**src/rtl/vram_arbiter.sv**
```systemverilog
`default_nettype none
// ============================================================================
// Module   : vram_arbiter
// Brief    : Single-port VRAM arbiter between the 6502 data bus and the PPU
//            fetch engine. CPU has priority; a starvation counter forces a
//            PPU slot by pulling CPU RDY low. Optional statistics counters
//            are built when VRAM_ARB_STATS_EN is defined.
// Revision : 1.0 - initial release
// ============================================================================
module vram_arbiter #(
    parameter int AW         = 15,
    parameter int DW         = 8,
    parameter int STARVE_MAX = 4
) (
    input  logic          clk_pix,
    input  logic          rst_pix,
    input  logic          cpu_req,
    input  logic          cpu_we,
    input  logic [AW-1:0] cpu_addr,
    input  logic [DW-1:0] cpu_wdata,
    output logic [DW-1:0] cpu_rdata,
    output logic          cpu_rdy,
    input  logic          ppu_req,
    input  logic [AW-1:0] ppu_addr,
    output logic          ppu_ack,
    output logic          ppu_rvalid,
    output logic [DW-1:0] ppu_rdata,
    output logic [AW-1:0] mem_addr,
    output logic          mem_we,
    output logic [DW-1:0] mem_wdata,
    input  logic [DW-1:0] mem_rdata
`ifdef VRAM_ARB_STATS_EN
    ,
    input  logic          stat_clr,
    output logic [15:0]   stat_cpu_stall,
    output logic [15:0]   stat_ppu_wait
`endif
);

    localparam logic [3:0] c_STARVE_MAX = 4'(STARVE_MAX);

    logic [3:0]    r_starve;
    logic [AW-1:0] r_last_addr;
    logic          r_ppu_pend;
    logic          r_cpu_pend;
    logic [DW-1:0] r_ppu_hold;
    logic [DW-1:0] r_cpu_hold;

    logic w_starved;
    logic w_ppu_gnt;
    logic w_cpu_gnt;
    logic w_ppu_rvalid;
    logic w_cpu_rvalid;

    // Grants are suppressed during reset so the RAM sees no access at all.
    assign w_starved = (r_starve == c_STARVE_MAX);
    assign w_ppu_gnt = !rst_pix && ppu_req && (!cpu_req || w_starved);
    assign w_cpu_gnt = !rst_pix && cpu_req && !w_ppu_gnt;

    assign cpu_rdy = !(cpu_req && w_ppu_gnt);
    assign ppu_ack = w_ppu_gnt;

    always_ff @(posedge clk_pix) begin
        if (rst_pix) begin
            r_starve <= 4'd0;
        end else if (!ppu_req || w_ppu_gnt) begin
            r_starve <= 4'd0;
        end else if (w_cpu_gnt && !w_starved) begin
            r_starve <= r_starve + 4'd1;
        end
    end

    always_comb begin
        mem_addr  = r_last_addr;
        mem_we    = 1'b0;
        mem_wdata = cpu_wdata;
        if (w_ppu_gnt) begin
            mem_addr = ppu_addr;
        end else if (w_cpu_gnt) begin
            mem_addr = cpu_addr;
            mem_we   = cpu_we;
        end
    end

    always_ff @(posedge clk_pix) begin
        if (rst_pix) begin
            r_last_addr <= '0;
        end else if (w_ppu_gnt || w_cpu_gnt) begin
            r_last_addr <= mem_addr;
        end
    end

    // Read returns: a reset cycle kills any return that was in flight.
    assign w_ppu_rvalid = r_ppu_pend && !rst_pix;
    assign w_cpu_rvalid = r_cpu_pend && !rst_pix;

    always_ff @(posedge clk_pix) begin
        if (rst_pix) begin
            r_ppu_pend <= 1'b0;
            r_cpu_pend <= 1'b0;
        end else begin
            r_ppu_pend <= w_ppu_gnt;
            r_cpu_pend <= w_cpu_gnt && !cpu_we;
        end
    end

    always_ff @(posedge clk_pix) begin
        if (rst_pix) begin
            r_ppu_hold <= '0;
            r_cpu_hold <= '0;
        end else begin
            if (w_ppu_rvalid) begin
                r_ppu_hold <= mem_rdata;
            end
            if (w_cpu_rvalid) begin
                r_cpu_hold <= mem_rdata;
            end
        end
    end

    assign ppu_rvalid = w_ppu_rvalid;
    assign ppu_rdata  = w_ppu_rvalid ? mem_rdata : r_ppu_hold;
    assign cpu_rdata  = w_cpu_rvalid ? mem_rdata : r_cpu_hold;

`ifdef VRAM_ARB_STATS_EN
    logic [15:0] r_stat_cpu_stall;
    logic [15:0] r_stat_ppu_wait;
    logic        w_cpu_stall;
    logic        w_ppu_wait;

    assign w_cpu_stall = !cpu_rdy;
    assign w_ppu_wait  = ppu_req && !ppu_ack;

    // Both counters saturate; a clear request overrides a same-cycle increment.
    always_ff @(posedge clk_pix) begin
        if (rst_pix || stat_clr) begin
            r_stat_cpu_stall <= 16'd0;
            r_stat_ppu_wait  <= 16'd0;
        end else begin
            if (w_cpu_stall && (r_stat_cpu_stall != 16'hFFFF)) begin
                r_stat_cpu_stall <= r_stat_cpu_stall + 16'd1;
            end
            if (w_ppu_wait && (r_stat_ppu_wait != 16'hFFFF)) begin
                r_stat_ppu_wait <= r_stat_ppu_wait + 16'd1;
            end
        end
    end

    assign stat_cpu_stall = r_stat_cpu_stall;
    assign stat_ppu_wait  = r_stat_ppu_wait;
`endif

endmodule
`default_nettype wire

```
**config.mk**
```make
export PLATFORM = sky130hd
export DESIGN_NAME = vram_arbiter
export DESIGN_NICKNAME = d
export VERILOG_FILES = /design/src/rtl/vram_arbiter.sv
export SDC_FILE = /design/constraint.sdc
export NUM_CORES = 1
export LEC_CHECK = 0
export ABC_CLOCK_PERIOD_IN_PS = 1900
export CORE_UTILIZATION = 42
export DETAILED_ROUTE_END_ITERATION = 8
export GPL_TIMING_DRIVEN = 0
export HOLD_SLACK_MARGIN = 0.03
export PLACE_DENSITY = 0.85
export SYNTH_ARGS = -nofsm -noshare
export SYNTH_HDL_FRONTEND = slang
export SYNTH_SLANG_ARGS = --single-unit
export TNS_END_PERCENT = 20
```
**constraint.sdc**
```tcl
create_clock -name clk_pix -period 1.9 [get_ports clk_pix]
set_input_delay 0.19 -clock clk_pix [delete_from_list [all_inputs] [get_ports clk_pix]]
set_output_delay 0.19 -clock clk_pix [all_outputs]
set_load 0.05 [all_outputs]
```
==> impl_metrics.csv, run 1 <==
group,metric,value,unit
drt,finalWirelength,7520,µm
synth,postSynthAreaPerCell,9.02,µm²
worst_hold_path,hp-class,"input pin to flop",
synth,synth_warnings,0,
synth,netlist_instances,231,
job,cap_violations,0,
timing,drv_slew,0,
critical_path,r2r-start,"r_starve[0]$_SDFFE_PP0P_",
drt,routed-via-count,2264,
layout,areaGrowthSynthToFinish,72.8,%
drt,viasPerCell,5.47,
clock_tree,numCtsBuffers,5,
critical_path,worstSetupPathType,"flop to primary output",
synth,synth.distinct_cells,29,
global_route,antenna_found_initial,0,
pwr,powerDensity,593,mW/mm²
synth,synth_area,0.00208,mm²
timing,grt_setup_unrepaired,"true",
clock_tree,cts.htree.levels,2,
drt,wire_per_inst,18.2,µm
clock_tree,tritoncts,"done",
drt,drtIter0Drc,138,
global_route,grt_first_pass_wirelength,10400,µm
drt,ant_nets,0,
timing,period_minus_slack,1.95,ns
layout,design_area,0.00360,mm²
floorplan,ios,94,
synth,syn-num-nets,284,
placed_design,place_area,0.00302,mm²
synth,synth_seq_cells,37,
layout,drive_gt1_share,42.9,%
clock_tree,clkLatencyLatePin,0.30,ns
worst_hold_path,holdCritStartpoint,"rst_pix",
floorplan,dieArea,0.00525,mm²
critical_path,cp.arrival,1.76,ns
critical_path,start_kind,"flop",
placed_design,dpl.hpwl,4090,µm
run_status,violations,"negative setup slack",
layout,antenna_cells,0,
timing,hold_ws,0.234,ns
placed_design,portBuffers,84,
timing,setup_slack,-0.0497,ns
timing,finClkSkew,0.0124,ns
timing,tns,-0.186,ns
timing,worst_pin_slew,0.682,ns
floorplan,initial_utilization,43.8,%
clock_tree,path_clk_slew,0.08,ns
layout,final_cell_mix,"47 x clkdlybuf4s50_1, 35 x nor2_1, 34 x buf_4, 34 x dfxtp_1, 21 x buf_6",
critical_path,critPathRequiredTime,1.71,ns
floorplan,fp.dieH,72.4,µm
layout,final_common_cell,"clkdlybuf4s50_1",
global_route,grt_pass1_vias,2164,
timing,setup_viol_count_final,6,
floorplan,core_area,0.00475,mm²
clock_tree,cts_root_buf,"clkbuf_8",
drt,dr.pass1.iters,4,
timing,fmax,513,MHz
synth,yosysSeqAreaShare,35.6,%
pwr,peakVddDrop,0.442,mV
run_status,status,"complete, but fails checks",
floorplan,rows,25,
placed_design,routabilityCongestion,0.767,
pwr,p_total,2.13,mW
timing,max_slew_margin,54.5,%
layout,final_nets,400,
clock_tree,holdBufCountCts,0,
layout,fin_util,75.7,%
timing,finalCritPeriodShare,103,%
critical_path,startpoint,"r_cpu_pend$_SDFF_PP0_",
global_route,overflow,0,
clock_tree,clockBufferDepth,2,
timing,hold_viol_final,0,
drt,drc,0,
floorplan,die_x,72.4,µm
critical_path,end_kind,"primary output",
global_route,grt_usage,25.9,%
critical_path,critPathMaxFanout,9,
pwr,p_leak,1.53,nW
global_route,grt_start_max_net_pins,12,
clock_tree,clock_sinks,37,
cells in the mapped netlist (all sizes together):
master | instances | share of area (%)
inv | 18 | 3.2
mux2 | 16 | 8.6
nand2b | 3 | 1.3
o21ai | 1 | 0.24
or2 | 1 | 0.30
xnor2 | 1 | 0.42
nor2 | 35 | 6.3
nor2b | 2 | 0.60
mux2i | 16 | 7.7
or3 | 1 | 0.30
o21bai | 1 | 0.54
clkbuf | 1 | 0.18
ha | 2 | 1.2
nand3 | 2 | 0.48
a211oi | 15 | 7.3
a211o | 15 | 6.3
and3 | 1 | 0.30
a21oi | 3 | 0.72
dfxtp | 37 | 36
a32oi | 15 | 6.3
nand3b | 1 | 0.54
nand2 | 17 | 3.1
buf | 26 | 7.7
nand4b | 1 | 0.72
timing repair:
action                                 CTS  global route
gates resized for setup                216            50
cloned                                   2             0
pin swaps                                9            20
setup buffers                           10            15
setup endpoints to repair               35            34
endpoints found under the hold margin    0             0
stage by stage:
step | worst slack (ns) | instances
6_report | -0.0497 | 414
2_1_floorplan | 0.145 | 231
4_1_cts | -0.116 | 401
3_3_place_gp | -0.757 | 382
5_1_grt | -0.0904 | 414
3_5_place_dp | -0.745 | 382
final timing paths:
kind	to	slack [ns]	cells past startpoint
worst max-delay path	cpu_rdata[1]	-0.05	5
worst min register to register	r_cpu_hold[7]$_SDFF_PP0_	0.49	2
worst max register to register	r_last_addr[2]$_SDFFE_PP0P_	0.27	9
worst min-delay path	r_last_addr[14]$_SDFFE_PP0P_	0.23	2
cells by family after synthesis:
kind of cell,share of synthesized area [%]
AOI/OAI and AO/OA,21.4
adders and majority gates,1.20
xor gates and xnor gates,0.420
muxes,16.3
DFF,35.6
buffers and inverters,11.2
and+or+nand+nor,13.9
critical path, cell delays in order, from the launching register on:
cell	delay [ns]
dfxtp_1	0.30
buf_2	0.20
nand2b_1	0.10
buf_4	0.18
mux2_2	0.34
clkdlybuf4s15_2	0.33
layer usage:
metal  track usage, %  routed length (µm)  vias to the layer above
li1                 -                   -                     1045
met1             29.6                2870                     1084
met2             46.3                3950                      113
met3             5.83                 493                       22
met4             10.2                 200                        0
met5                0                   0                        -
power breakdown:
part / total [mW] / internal (mW) / switching [mW]
Sequential: 0.829 / 0.806 / 0.0231
Clock: 0.579 / 0.287 / 0.292
Combinational: 0.726 / 0.312 / 0.415
Total: 2.13 / 1.40 / 0.730
layout make-up:
class	count	area, µm²
fill	326	1150
inverter	18	67.6
clock buffer	6	82.6
multi-input combinational	150	1390
buffer	26	208
clock inverter	1	7.51
tap	67	83.8
sequential	37	744
timing repair buffer	109	1020
state kept, by name, indices dropped and copies added (netlist names):
signal       count
r_cpu_hold       8
r_ppu_pend       1
r_starve         4
r_last_addr     15
r_cpu_pend       1
r_ppu_hold       8
No activity file was read; power rests on OpenSTA's default activity.
==> inputs of run 2 (changes only) <==
Settings changed: SKIP_LAST_GASP set to 1.
==> run 2 against run 1 <==
  * The run now ends clean
  * Sequential cell count unchanged
  * Core utilization decreased by 2.5 points
  * Sequential power about the same
  * Via count decreased by 4.2%
  * First-iteration DRC count decreased by 43%
  * Clock power about the same
  * Wire length decreased by 5.8%
  * Clock skew decreased by 0.0021 ns
  * Critical endpoint is now mem_addr[7]
  * Largest power group unchanged
==> impl_metrics.csv, run 2 (synthesis results as in run 1) <==
group,metric,value,unit
run_status,status,"finished clean",
placed_design,place_area,0.00302,mm²
timing,fmax,527,MHz
timing,hold_ws,0.213,ns
placed_design,dpl.hpwl,4090,µm
drt,viasPerCell,5.38,
floorplan,die_x,72.4,µm
clock_tree,path_clk_slew,0.07,ns
job,cap_violations,0,
global_route,grt_start_max_net_pins,12,
pwr,comb_power_share,33.1,%
clock_tree,cts.htree.levels,2,
global_route,grt_first_pass_wirelength,10100,µm
layout,top_register,"r_last_addr",
pwr,powerDensity,604,mW/mm²
critical_path,end_kind,"primary output",
clock_tree,clkLatencyLatePin,0.30,ns
drt,dr.pass1.iters,4,
drt,ant_nets,0,
pwr,p_leak,1.50,nW
clock_tree,clock_sinks,37,
floorplan,rows,25,
layout,top_regs,"r_last_addr: 15 flops, r_cpu_hold: 8 flops, r_ppu_hold: 8 flops",
layout,largest_reg_flops,15,
critical_path,r2r-end,"r_last_addr[2]$_SDFFE_PP0P_",
timing,worst_pin_slew,0.750,ns
floorplan,ios,94,
layout,final_cell_mix,"47 x clkdlybuf4s50_1, 35 x nor2_1, 34 x dfxtp_1",
pwr,p_clk_share,27.6,%
floorplan,initial_utilization,43.8,%
pwr,p_switching,719,µW
layout,final_cell_count_no_fill,403,
placed_design,routabilityCongestion,0.767,
clock_tree,numCtsBuffers,5,
layout,antenna_cells,0,
layout,areaGrowthSynthToFinish,67.1,%
global_route,grt_usage,25.0,%
critical_path,critPathRequiredTime,1.71,ns
critical_path,r2r-start,"r_starve[0]$_SDFFE_PP0P_",
floorplan,core_area,0.00475,mm²
critical_path,crit_path_end,"mem_addr[7]",
drt,drc,0,
critical_path,worstSetupPathType,"flop to primary output",
floorplan,dieArea,0.00525,mm²
critical_path,cp.arrival,1.71,ns
clock_tree,clockBufferDepth,2,
global_route,overflow,0,
drt,finalWirelength,7080,µm
timing,period_minus_slack,1.90,ns
timing,finalCritPeriodShare,99.9,%
clock_tree,tritoncts,"done",
layout,design_area,0.00348,mm²
pwr,p_sw_share,34.2,%
layout,fillerInstances,338,
global_route,grt_pass1_vias,2112,
layout,final_common_cell,"clkdlybuf4s50_1",
timing,max_slew_margin,50.0,%
timing,finClkSkew,0.0104,ns
floorplan,fp.dieH,72.4,µm
timing,drv_slew,0,
pwr,p_total,2.10,mW
placed_design,numPlacedInstances,382,
layout,final_nets,389,
clock_tree,holdBufCountCts,0,
timing,setup_viol_count_final,0,
timing,grt_setup_unrepaired,"true",
drt,drtIter0Drc,78,
layout,seq_area,744,µm²
timing,hold_viol_final,0,
layout,drive_gt1_share,41.1,%
global_route,antenna_found_initial,0,
pwr,p_seq_share,39.3,%
drt,wire_per_inst,17.6,µm
drt,routed-via-count,2170,
worst_hold_path,hp-class,"input pin to flop",
worst_hold_path,holdCritStartpoint,"rst_pix",
layout,fin_util,73.2,%
pwr,power.internal,1.38,mW
layout,multiInputGateArea,0.00136,mm²
critical_path,rrSetupSlack,0.31,ns
clock_tree,cts_root_buf,"clkbuf_8",
critical_path,reg2reg_depth,8,
placed_design,portBuffers,84,
critical_path,critPathMaxFanout,4,
critical_path,startpoint,"r_starve[0]$_SDFFE_PP0P_",
pwr,peakVddDrop,0.456,mV
critical_path,start_kind,"flop",
run 2: cell count changes in the layout (fill, tap and decap cells not counted), sizes merged:
cell / previous run / this run
clkbuf: 8 / 11
buf: 80 / 67
clkdlybuf4s15: 3 / 2
run 2: worst min path at each step:
stage	to	slack, ns	depth (start not counted)
final	r_last_addr[14]$_SDFFE_PP0P_	0.21	2
after global routing	r_last_addr[14]$_SDFFE_PP0P_	0.23	2
after CTS	r_last_addr[14]$_SDFFE_PP0P_	0.19	2
after detailed placement	r_starve[0]$_SDFFE_PP0P_	0.46	1
after global placement	r_starve[0]$_SDFFE_PP0P_	0.45	1
after floorplan	r_cpu_pend$_SDFF_PP0_	0.26	1
run 2: final cells by class:
cell class	instances	share of cell area (%)
Sequential cell	37	21.4
Clock inverter	1	0.216
Buffer	26	5.75
Timing Repair Buffer	98	26.9
Inverter	18	1.94
Clock buffer	6	2.37
Tap cell	67	2.41
Multi-Input combinational cell	150	39.0
run 2: routing by layer:
| metal | track usage [%] | vias to the layer above | routed length [µm] | part of all wire (%) |
|---|---|---|---|---|
| li1 | - | 1022 | - | - |
| met1 | 28.6 | 1021 | 2680 | 38 |
| met2 | 46.4 | 104 | 3680 | 52 |
| met3 | 5.00 | 23 | 439 | 6.2 |
| met4 | 7.63 | 0 | 279 | 3.9 |
| met5 | 0 | - | 0 | 0 |
run 2: timing repair:
action	in CTS	in global routing
setup endpoints to repair	35	35
cloned	2	1
pin swaps	7	20
resized for setup	201	66
setup buffers	10	2
run 2: worst max-delay path, cell delays in order, from the launching register on:
cell      delay, ns
dfxtp_2        0.32
inv_2          0.06
ha_4           0.17
nand3b_4       0.12
buf_4          0.18
a211o_1        0.33
nand2_2        0.09
buf_6          0.16
run 2: through the flow:
stage	setup slack, ns	TNS (ns)
final	0.00118	0
after global routing	-0.0547	-1.02
after CTS	-0.116	-1.44
after detailed placement	-0.745	-14.78
after global placement	-0.757	-14.72
after floorplan	0.145	0
run 2: power by group through the flow:
| stage | logic (mW) | registers, mW | clock network (mW) |
|---|---|---|---|
| global placement | 0.608 | 0.836 | 0 |
| global route | 0.730 | 0.829 | 0.608 |
| finish | 0.696 | 0.827 | 0.580 |
| floorplan | 0.385 | 0.834 | 0 |
| detailed placement | 0.616 | 0.838 | 0 |
| CTS | 0.632 | 0.822 | 0.572 |
